**src/rtl/agc_timepulse_gen_if.sv**
```systemverilog
// Control and timing-net bundle for agc_timepulse_gen.
// The master side (monitor/controller) issues stop/step requests and, when
// TPG_GOJAM_EN is defined, the gojam restart; the slave side is the generator.
interface agc_timepulse_gen_if;
    logic        stop_req;
    logic        step;
`ifdef TPG_GOJAM_EN
    logic        gojam;
`endif
    logic        ph1;
    logic        ph2;
    logic [11:0] t;
    logic        mct_end;
    logic        stopped;

    modport master (
        input  ph1, ph2, t, mct_end, stopped,
`ifdef TPG_GOJAM_EN
        output gojam,
`endif
        output stop_req, step
    );

    modport slave (
        output ph1, ph2, t, mct_end, stopped,
`ifdef TPG_GOJAM_EN
        input  gojam,
`endif
        input  stop_req, step
    );
endinterface

```
**src/rtl/agc_timepulse_gen.sv**
```systemverilog
// AGC master timing-pulse generator: two non-overlapping phase clocks and a
// one-hot 12-stage timepulse ring (T01..T12) forming one memory cycle time.
// Optional feature macro: TPG_GOJAM_EN adds the synchronous gojam restart.
//
// state   | meaning
// --------+------------------------------------------------------------
// START   | just out of reset, enters RUN on the first clk
// RUN     | free running, may halt at an MCT boundary on stop_req
// STOPPED | halted at T01/sc=0/pre=0, waits for resume or a step edge
// STEP    | runs exactly one MCT, then halts or runs on per stop_req
module agc_timepulse_gen #(
    parameter int unsigned DIV = 2
) (
    input logic               clk,
    input logic               rst,
    agc_timepulse_gen_if.slave bus
);
    typedef enum logic [1:0] {START, RUN, STOPPED, STEP} state_t;

    localparam logic [7:0] PRE_LAST = 8'(DIV - 1);

    state_t      fsm, fsm_n;
    logic [7:0]  pre, pre_n;
    logic [1:0]  sc, sc_n;
    logic [11:0] t_q, t_n;
    logic        step_d;
    logic        ph1_q, ph2_q, mct_end_q, stopped_q;
    logic        active, active_n, wrap, tick, boundary, step_rise;
    logic        gojam;

`ifdef TPG_GOJAM_EN
    assign gojam = bus.gojam;
`else
    assign gojam = 1'b0;
`endif

    // Next-state decode for prescaler, sub-phase, ring and sequencing FSM.
    always_comb begin
        active    = (fsm == RUN) || (fsm == STEP);
        wrap      = (pre == PRE_LAST);
        tick      = active && wrap && (sc == 2'd3);
        boundary  = tick && t_q[11];
        step_rise = bus.step && !step_d;

        fsm_n = fsm;
        pre_n = pre;
        sc_n  = sc;
        t_n   = t_q;

        if (active) begin
            if (wrap) begin
                pre_n = 8'd0;
                sc_n  = sc + 2'd1;
            end else begin
                pre_n = pre + 8'd1;
            end
        end
        if (tick) begin
            t_n = {t_q[10:0], t_q[11]};
        end

        case (fsm)
            START:   fsm_n = RUN;
            RUN:     if (boundary && bus.stop_req) fsm_n = STOPPED;
            STOPPED: begin
                if (!bus.stop_req)  fsm_n = RUN;
                else if (step_rise) fsm_n = STEP;
            end
            STEP:    if (boundary) fsm_n = bus.stop_req ? STOPPED : RUN;
            default: fsm_n = START;
        endcase

        // Restart wins over tick and stop handling; a halted generator stays halted.
        if (gojam) begin
            pre_n = 8'd0;
            sc_n  = 2'd0;
            t_n   = 12'h001;
            if (fsm != STOPPED) fsm_n = RUN;
        end

        active_n = (fsm_n == RUN) || (fsm_n == STEP);
    end

    // State and output registers; outputs are decodes of the next state so
    // they line up with the state they describe and carry no input path.
    always_ff @(posedge clk or negedge rst) begin
        if (!rst) begin
            fsm       <= START;
            pre       <= 8'd0;
            sc        <= 2'd0;
            t_q       <= 12'h001;
            step_d    <= 1'b0;
            ph1_q     <= 1'b0;
            ph2_q     <= 1'b0;
            mct_end_q <= 1'b0;
            stopped_q <= 1'b0;
        end else begin
            fsm       <= fsm_n;
            pre       <= pre_n;
            sc        <= sc_n;
            t_q       <= t_n;
            step_d    <= bus.step;
            ph1_q     <= active_n && (sc_n == 2'd0);
            ph2_q     <= active_n && (sc_n == 2'd2);
            mct_end_q <= active_n && (sc_n == 2'd3) && (pre_n == PRE_LAST) && t_n[11];
            stopped_q <= (fsm_n == STOPPED);
        end
    end

    assign bus.ph1     = ph1_q;
    assign bus.ph2     = ph2_q;
    assign bus.t       = t_q;
    assign bus.mct_end = mct_end_q;
    assign bus.stopped = stopped_q;
endmodule

```
**src/flat_wrapper.sv**
```systemverilog
// flat-port wrapper written by rule: the top's interface ports become plain ports
module agc_timepulse_gen_flat 
#(
    parameter int unsigned DIV = 2
)
  (clk, rst, bus_ph1, bus_ph2, bus_t, bus_mct_end, bus_stopped, bus_stop_req, bus_step);
  agc_timepulse_gen_if bus_i ();
  input logic clk;
  input logic rst;
  output wire logic [$bits(bus_i.ph1)-1:0] bus_ph1;
  output wire logic [$bits(bus_i.ph2)-1:0] bus_ph2;
  output wire logic [$bits(bus_i.t)-1:0] bus_t;
  output wire logic [$bits(bus_i.mct_end)-1:0] bus_mct_end;
  output wire logic [$bits(bus_i.stopped)-1:0] bus_stopped;
  input wire logic [$bits(bus_i.stop_req)-1:0] bus_stop_req;
  input wire logic [$bits(bus_i.step)-1:0] bus_step;
  assign bus_ph1 = bus_i.ph1;
  assign bus_ph2 = bus_i.ph2;
  assign bus_t = bus_i.t;
  assign bus_mct_end = bus_i.mct_end;
  assign bus_stopped = bus_i.stopped;
  assign bus_i.stop_req = bus_stop_req;
  assign bus_i.step = bus_step;
  agc_timepulse_gen #(.DIV(DIV)) u_core (.clk(clk), .rst(rst), .bus(bus_i));
endmodule
```
**config.mk**
```make
export PLATFORM = sky130hd
export DESIGN_NAME = agc_timepulse_gen_flat
export DESIGN_NICKNAME = d
export VERILOG_FILES = /design/src/rtl/agc_timepulse_gen_if.sv /design/src/rtl/agc_timepulse_gen.sv /design/src/flat_wrapper.sv
export SDC_FILE = /design/constraint.sdc
export NUM_CORES = 1
export LEC_CHECK = 0
export ABC_AREA = 0
export BUFFER_PORTS_ARGS = -buffer_cell sky130_fd_sc_hd__clkbuf_2
export CELL_PAD_IN_SITES_DETAIL_PLACEMENT = 0
export CELL_PAD_IN_SITES_GLOBAL_PLACEMENT = 1
export CORE_ASPECT_RATIO = 0.6
export CORE_MARGIN = 4
export CORE_UTILIZATION = 39
export CTS_CLUSTER_DIAMETER = 120
export DETAILED_ROUTE_END_ITERATION = 8
export GPL_ROUTABILITY_DRIVEN = 0
export MAX_ROUTING_LAYER = met4
export PLACE_DENSITY = 0.75
export SYNTH_ARGS = -nofsm -noshare
export SYNTH_HDL_FRONTEND = slang
export SYNTH_SLANG_ARGS = --single-unit
```
**constraint.sdc**
```tcl
create_clock -name clk -period 2 [get_ports clk]
set_clock_uncertainty 0.05 [all_clocks]
set_input_delay 0.2 -clock clk [delete_from_list [all_inputs] [get_ports clk]]
set_output_delay 0.2 -clock clk [all_outputs]
set_load 0.01 [all_outputs]
```
==> results.toml, run 1 <==
[sta]
setup_ws_ns = -0.0482
relSlewSlack = 0.531
hold_viol_final = 0
setup_viol = 1
finalCriticalPeriod_ns = 2.05
worstMarginPinSlew_ns = 0.704
finalSetupTns_ns = -0.0482
rsz0062_at_grt = "true"
fmax_mhz = 488
post-route-period-util = 1.02
slew_violations = 0

[global_route]
groute.usage.overall = 0.151
grt_pass1_vias = 933
grt_start_max_net_pins = 30
grt_first_pass_wirelength_mm = 4.57
antenna_found_initial = 0
overflow = 0

[final_layout]
antennaDiodeCount = 0
drive_gt1_frac = 0.490
seqCellArea_um2 = 727
final_area_um2 = 1780
multi_input_area_um2 = 581
final_nets = 157
fill_cells = 261
area_growth_pct = 36.7

[synthesis]
synthTopCellsByArea = "dfrtp_1, mux2_2, ha_1"
yosysMostFrequentCell = "dfrtp_1"
synth-edff-count = 0
ys_ff_latch = 29
synth.avg_cell_area_um2 = 12.4
synth-compound-area-share = 0.0694
syn-num-nets = 112
synth_area_um2 = 1300
synth.top_cells.by_count = "dfrtp_1, mux2_2, inv_1, nand2_1"
synth-simple-area-share = 0.150
synth-seq-area-share = 0.560
synth_xor_area_frac = 0.0405
yosysWarnings = 0
synth_cells = 105
synth_top_area_cell = "dfrtp_1"
synth_top_family_by_area = "simple AND/OR/NAND/NOR gates"
ys_types = 34
synth_top_cell_area_share = 0.539
async_flop_share = 1.00
synth_mux_area_frac = 0.118
synth_flop_cell = "dfrtp_1"
synth_adder_area_share = 0.0289

[clocking]
cts_tree = "done"
cts_sinks = 29
clk_pin_slew_ns = 0.06
cts_root_buffer = "clkbuf_8"
clockBufferDepth = 2
clkLatencyLatePin_ns = 0.28
cts_inserted_buffers = 5
h-tree-depth = 2

[hold_path]
min_path_cells = 3
min_to = "u_core.fsm[1]"
hold_path.startpoint = "bus_stop_req"
hp-class = "input port to register"

[floorplan]
die-area_um2 = 4350
rows = 15
die_h_um = 52.7
ios = 20
core-area_um2 = 3020
die_x_um = 82.5
start_util = 0.430

[placement]
placed_area_um2 = 1550
dpl.hpwl_mm = 1.92
pre_cts_slack_ns = -0.0634
io_buffers = 19

[detailed_routing]
drt_wl_total_mm = 2.66
dr_total_vias = 950
first_iter_violations = 42
routed_via_density = 4.92
route.detailed.drc = 0
wl_per_cell_um = 13.8
drt_first_pass_iters = 4
drt.antenna.violating_nets = 0

[critical_path]
start_kind = "register"
rr_startpoint = "u_core.pre[0]"
crit_type = "register to register"
r2r-end = "u_core.bus.mct_end"
r2r_slack_ns = -0.05
worst-r2r-cell-count = 6
cp_data_required_time_ns = 2.12
path_max_fanout = 4
cp.arrival_ns = 2.17
end_kind = "register"

[status]
status = "finished with violations"
violations = "setup timing"

[power]
irDropWorstVdd_uv = 810
power_mw = 2.28
leakage_nw = 0.891
power_density_nw_per_um2 = 1280

[run]
drv_cap = 0
## timing repair
item,CTS,global route
pin swaps,3,7
gates resized for setup,0,14
hold buffers,1,1
buffers inserted,1,4
hold endpoints to repair,28,1
endpoints found under the setup margin,3,5
## cell usage in the layout, fill, tap and decap left out, types with 2 or more instances in the layout
cell,Yosys,layout
clkbuf_8,0,6
inv_2,0,2
nor3_2,1,2
dfrtp_1,28,28
xnor2_1,4,4
nand3_1,3,2
clkbuf_2,0,19
dlygate4sd3_1,0,2
mux2i_1,3,3
ha_1,3,2
nand2_1,8,8
nor2_1,5,5
nand4_1,5,5
buf_4,0,19
mux2_2,11,11
inv_1,8,6
## per-stage QoR
step | util | cells | hold slack (ns)
floorplan | - | 105 | -0.146
global placement | 0.512 | 178 | 0.221
detailed placement | 0.512 | 178 | 0.239
CTS | 0.556 | 188 | 0.00337
global route | 0.588 | 193 | 0.158
finish | 0.588 | 193 | 0.138
## cell type report
| cell class | count | share of cell area |
|---|---|---|
| clock buffer | 7 | 0.0486 |
| clock inverter | 1 | 0.0169 |
| inverter | 8 | 0.0169 |
| multi-input combinational | 65 | 0.327 |
| sequential | 29 | 0.409 |
| tap | 42 | 0.0296 |
| timing repair buffer | 41 | 0.152 |
## sequential cells by signal, summed over array words and instances, names as in the netlist
register            cells
u_core.bus.mct_end      1
u_core.step_d           1
u_core.fsm              2
u_core.bus.t           12
u_core.pre              8
u_core.sc               2
u_core.bus.ph1          1
u_core.bus.ph2          1
u_core.bus.stopped      1
## worst max path at each step
stage,slack [ns],cells past startpoint,endpoint,from
final,-0.05,6,u_core.bus.mct_end,u_core.pre[0]
after global routing,-0.12,7,u_core.bus.mct_end,u_core.pre[1]
after CTS,-0.06,7,u_core.bus.mct_end,u_core.pre[1]
after detailed placement,-0.06,7,u_core.bus.mct_end,u_core.pre[1]
after global placement,-0.02,7,u_core.bus.mct_end,u_core.pre[1]
after floorplan,-0.02,7,u_core.bus.mct_end,u_core.pre[1]
## cells by family after synthesis
group / count (synthesis)
compound gates: 10
buf+inv: 11
mux: 14
simple gates: 32
xor+xnor: 6
fa+ha+maj: 3
flops: 29
## routing by layer
metal | vias up | part of all wire | GRT usage
met5 | - | 0 | -
li1 | 460 | - | -
met3 | 6 | 0.038 | 0.0464
met1 | 471 | 0.51 | 0.206
met2 | 13 | 0.43 | 0.209
met4 | 0 | 0.017 | 0.0571
## critical path: stages (launching register included)
cell and delay [ns]:
dfrtp_1 0.45, ha_4 0.15, nor4b_4 0.28, and2_4 0.21, o21bai_1 0.07, or4_4 0.55
a2111oi_4 0.18
## power by group
group / leakage, nW / total (mW) / internal, mW / switching [mW]
clock network: 0.0585 / 0.620 / 0.405 / 0.214
logic: 0.461 / 0.857 / 0.447 / 0.410
registers: 0.371 / 0.803 / 0.703 / 0.100
total: 0.891 / 2.28 / 1.56 / 0.724
Power figures use the tool's default switching activity.
==> run 2: changes to the inputs <==
==> constraint.sdc (replaced) <==
create_clock -name clk -period 2 [get_ports clk]
set_clock_uncertainty 0.05 [all_clocks]
set_input_delay 0.5 -clock clk [delete_from_list [all_inputs] [get_ports clk]]
set_output_delay 0.5 -clock clk [all_outputs]
set_load 0.01 [all_outputs]
==> results.toml, run 2 (synthesis results as in run 1) <==
[status]
status = "finished with violations"
violations = "setup timing"

[critical_path]
path_max_fanout = 4
cp.arrival_ns = 2.17
crit_type = "register to register"
end_kind = "register"
cp_data_required_time_ns = 2.12
start_kind = "register"

[power]
p_int_mw = 1.55
pwr-share-seq = 0.353
p_switching_mw = 0.724
leakage_nw = 0.883
power_density_nw_per_um2 = 1300
irDropWorstVdd_uv = 810
clkPwrFrac = 0.272
switching_share = 0.318
p_comb_frac = 0.375

[clocking]
clkLatencyLatePin_ns = 0.28
cts_inserted_buffers = 5
h-tree-depth = 2
clockBufferDepth = 2
clk_pin_slew_ns = 0.06
hold_buffers = 0
cts_root_buffer = "clkbuf_8"
cts_tree = "done"
cts_sinks = 29

[final_layout]
drive_gt1_frac = 0.497
antennaDiodeCount = 0
fill_cells = 263
final_nets = 155
final_area_um2 = 1760
final_cell_mix = "dfrtp_1, clkbuf_2, buf_4"
largest_register_ffs = 12
area_growth_pct = 35.2
final_common_cell = "dfrtp_1"

[sta]
setup_ws_ns = -0.0482
fmax_mhz = 488
relSlewSlack = 0.529
finalSetupTns_ns = -0.0482
setup_viol = 1
hold_viol_final = 0
worstMarginPinSlew_ns = 0.706
rsz0062_at_grt = "true"
post-route-period-util = 1.02
finalCriticalPeriod_ns = 2.05
slew_violations = 0
whs_ns = 0.210

[floorplan]
die-area_um2 = 4350
rows = 15
ios = 20
die_x_um = 82.5
core-area_um2 = 3020
start_util = 0.430
die_h_um = 52.7

[global_route]
groute.usage.overall = 0.150
antenna_found_initial = 0
grt_pass1_vias = 931
grt_first_pass_wirelength_mm = 4.56
grt_start_max_net_pins = 30
overflow = 0

[detailed_routing]
dr_total_vias = 947
drt.antenna.violating_nets = 0
drt_first_pass_iters = 4
route.detailed.drc = 0
wl_per_cell_um = 13.9
first_iter_violations = 36
routed_via_density = 4.96
drt_wl_total_mm = 2.65

[placement]
dpl.hpwl_mm = 1.92
io_buffers = 19
placed_area_um2 = 1550

[run]
drv_cap = 0

[hold_path]
hp-class = "input port to asynchronous set/reset pin"
-- run 2: changes by cell type in the layout (fill, tap and decap cells not counted), sizes merged --
cell | before | now
dlygate4sd3 | 2 | 0
-- run 2: stage by stage --
| stage | util | total power, mW | worst slack, ns | cells |
|---|---|---|---|---|
| global placement | 0.512 | 1.53 | -0.0237 | 178 |
| finish | 0.581 | 2.28 | -0.0482 | 191 |
| global route | 0.581 | 2.42 | -0.119 | 191 |
| detailed placement | 0.512 | 1.54 | -0.0634 | 178 |
| CTS | 0.553 | 2.19 | -0.0635 | 187 |
| floorplan | - | 1.24 | -0.0181 | 105 |
-- run 2: worst paths after layout --
path | from | end | slack [ns] | cells after the start
min in group clk | bus_step | u_core.step_d | 0.30 | 1
max in group asynchronous | rst | u_core.bus.mct_end | 1.23 | 1
min reg2reg | u_core.bus.t[0] | u_core.bus.t[0] | 0.42 | 2
max reg2reg | u_core.pre[0] | u_core.bus.mct_end | -0.05 | 6
max | u_core.pre[0] | u_core.bus.mct_end | -0.05 | 6
min | rst | u_core.bus.t[5] | 0.21 | 1
-- run 2: per-layer routing --
layer  GRT usage  vias to the layer above  part of all wire
li1            -                      456                 -
met3      0.0464                        6             0.037
met5           -                        -                 0
met4      0.0571                        0             0.017
met2       0.209                       13              0.44
met1       0.205                      472              0.51
-- run 2: area by class of cell --
type | count | area [um^2] | area share
Clock buffer | 7 | 86.3 | 0.0492
Clock inverter | 1 | 30.0 | 0.0171
Inverter | 8 | 30.0 | 0.0171
Multi-Input combinational cell | 65 | 581 | 0.331
Sequential cell | 29 | 727 | 0.414
Tap cell | 42 | 52.6 | 0.0299
Timing Repair Buffer | 39 | 249 | 0.142
-- run 2: power groups by stage --
stage / sequential [mW] / clock [mW] / combinational (mW)
floorplan: 0.833 / 0 / 0.409
global placement: 0.802 / 0 / 0.727
detailed placement: 0.803 / 0 / 0.739
CTS: 0.797 / 0.635 / 0.763
global route: 0.817 / 0.664 / 0.944
finish: 0.803 / 0.620 / 0.855
-- run 2: repair_timing --
action,4_1_cts,5_1_grt
buffers inserted,1,4
setup endpoints to repair,3,5
gates resized for setup,0,14
pin swaps,3,7
-- run 2: critical path: stages (launching register included) --
cell,delay [ns]
dfrtp_1,0.45
ha_4,0.15
nor4b_4,0.28
and2_4,0.21
o21bai_1,0.07
or4_4,0.55
a2111oi_4,0.18
==> run 3: changes to the inputs <==
--- a/config.mk
+++ b/config.mk
@@ -18,4 +18,5 @@
 export MAX_ROUTING_LAYER = met4
 export PLACE_DENSITY = 0.75
+export SETUP_SLACK_MARGIN = 0.4
 export SYNTH_ARGS = -nofsm -noshare
 export SYNTH_HDL_FRONTEND = slang
==> constraint.sdc (replaced) <==
create_clock -name clk -period 2 [get_ports clk]
set_clock_uncertainty 0.05 [all_clocks]
set_input_delay 0.6 -clock clk [delete_from_list [all_inputs] [get_ports clk]]
set_output_delay 0.6 -clock clk [all_outputs]
set_load 0.01 [all_outputs]
==> results.toml, run 3 (synthesis results as in run 1) <==
[detailed_routing]
dr_total_vias = 989
drt_wl_total_mm = 3.25
drt_first_pass_iters = 4
drt.antenna.violating_nets = 0
first_iter_violations = 44
route.detailed.drc = 0
routed_via_density = 5.07
wl_per_cell_um = 16.7

[critical_path]
path_max_fanout = 5
critPathCapture = "u_core.bus.mct_end"
rr_startpoint = "u_core.pre[0]"
end_kind = "register"
worst-r2r-cell-count = 6
cp_data_required_time_ns = 2.12
r2r-end = "u_core.bus.mct_end"
crit_type = "register to register"
startpoint = "u_core.pre[0]"
start_kind = "register"
cp.arrival_ns = 2.25
r2r_slack_ns = -0.13

[final_layout]
fill_cells = 239
area_growth_pct = 44.0
final_common_cell = "dfrtp_1"
antennaDiodeCount = 0
drive_gt1_frac = 0.562
final_area_um2 = 1870
largest_register_ffs = 12
final_cell_mix = "dfrtp_1, clkbuf_2, buf_4"
final_nets = 159

[sta]
whs_ns = 0.307
fmax_mhz = 469
finalCriticalPeriod_ns = 2.13
slew_violations = 0
worstMarginPinSlew_ns = 0.710
setup_ws_ns = -0.131
post-route-period-util = 1.07
hold_viol_final = 0
finalSetupTns_ns = -0.131
rsz0062_at_grt = "true"
setup_viol = 1
relSlewSlack = 0.527

[power]
power_density_nw_per_um2 = 1280
irDropWorstVdd_uv = 686
leakage_nw = 0.929

[global_route]
grt_first_pass_wirelength_mm = 4.90
overflow = 0
grt_start_max_net_pins = 30
antenna_found_initial = 0
grt_pass1_vias = 990
groute.usage.overall = 0.168

[clocking]
cts_tree = "done"
cts_root_buffer = "clkbuf_8"
h-tree-depth = 2
cts_sinks = 29
clkLatencyLatePin_ns = 0.28
clockBufferDepth = 2
clk_pin_slew_ns = 0.06
cts_inserted_buffers = 5

[floorplan]
ios = 20
die_h_um = 52.7
die_x_um = 82.5
rows = 15
die-area_um2 = 4350
core-area_um2 = 3020
start_util = 0.430

[placement]
placed_area_um2 = 1550
pre_cts_slack_ns = -0.122
dpl.hpwl_mm = 2.03
io_buffers = 19

[status]
violations = "setup timing"
status = "finished with violations"

[run]
drv_cap = 0

[hold_path]
hp-class = "input port to asynchronous set/reset pin"
-- run 3: cell types whose count changed in the layout (fill, tap and decap cells not counted), moves of 2 or more --
cell      change
nand2_1       -4
clkinv_2      +2
mux2_2       -10
nand2_2       +3
buf_6         +6
mux2_4       +10
-- run 3: layout make-up --
class | instances | area [um^2] | area share
Sequential cell | 29 | 727 | 0.389
Timing Repair Buffer | 43 | 304 | 0.163
Multi-Input combinational cell | 65 | 672 | 0.359
Inverter | 8 | 32.5 | 0.0174
Clock buffer | 6 | 72.6 | 0.0388
Tap cell | 42 | 52.6 | 0.0281
Clock inverter | 2 | 10.0 | 0.00535
-- run 3: what timing repair did --
| action | 4_1_cts | 5_1_grt |
|---|---|---|
| setup endpoints to repair | 18 | 23 |
| gates resized for setup | 13 | 28 |
| setup buffers | 8 | 2 |
| hold buffers | 0 | 0 |
| pin swaps | 10 | 7 |
-- run 3: metal layers --
layer,track usage,vias up,part of all wire,wire (um)
li1,-,456,-,-
met1,0.210,495,0.43,1400
met2,0.243,33,0.49,1580
met3,0.0515,5,0.067,219
met4,0.0897,0,0.012,40
met5,-,-,0,0
-- run 3: report_power, final --
part           switching, mW  total, mW  internal (mW)
Clock                  0.217      0.457          0.240
Combinational          0.535       1.12          0.589
Sequential             0.107      0.810          0.703
-- run 3: worst max-delay path: stages, from the launching register on --
cell	delay, ns
dfrtp_1	0.42
buf_4	0.17
nand4_1	0.20
nor2_1	0.19
xor2_1	0.14
or3b_2	0.50
a2111oi_4	0.34
-- run 3: worst min-delay path by stage --
stage | to | from | cells past startpoint
floorplan | u_core.bus.mct_end | rst | 0
detailed placement | u_core.bus.t[0] | u_core.bus.t[0] | 2
global route | u_core.pre[5] | rst | 1
finish | u_core.pre[1] | rst | 1
CTS | u_core.pre[6] | rst | 1
global placement | u_core.bus.t[0] | u_core.bus.t[0] | 2
-- run 3: stage by stage --
step	instances	total power [mW]	utilization
floorplan	105	1.24	-
global placement	177	1.52	0.511
detailed placement	177	1.54	0.511
CTS	193	2.22	0.581
global route	195	2.53	0.619
finish	195	2.39	0.619
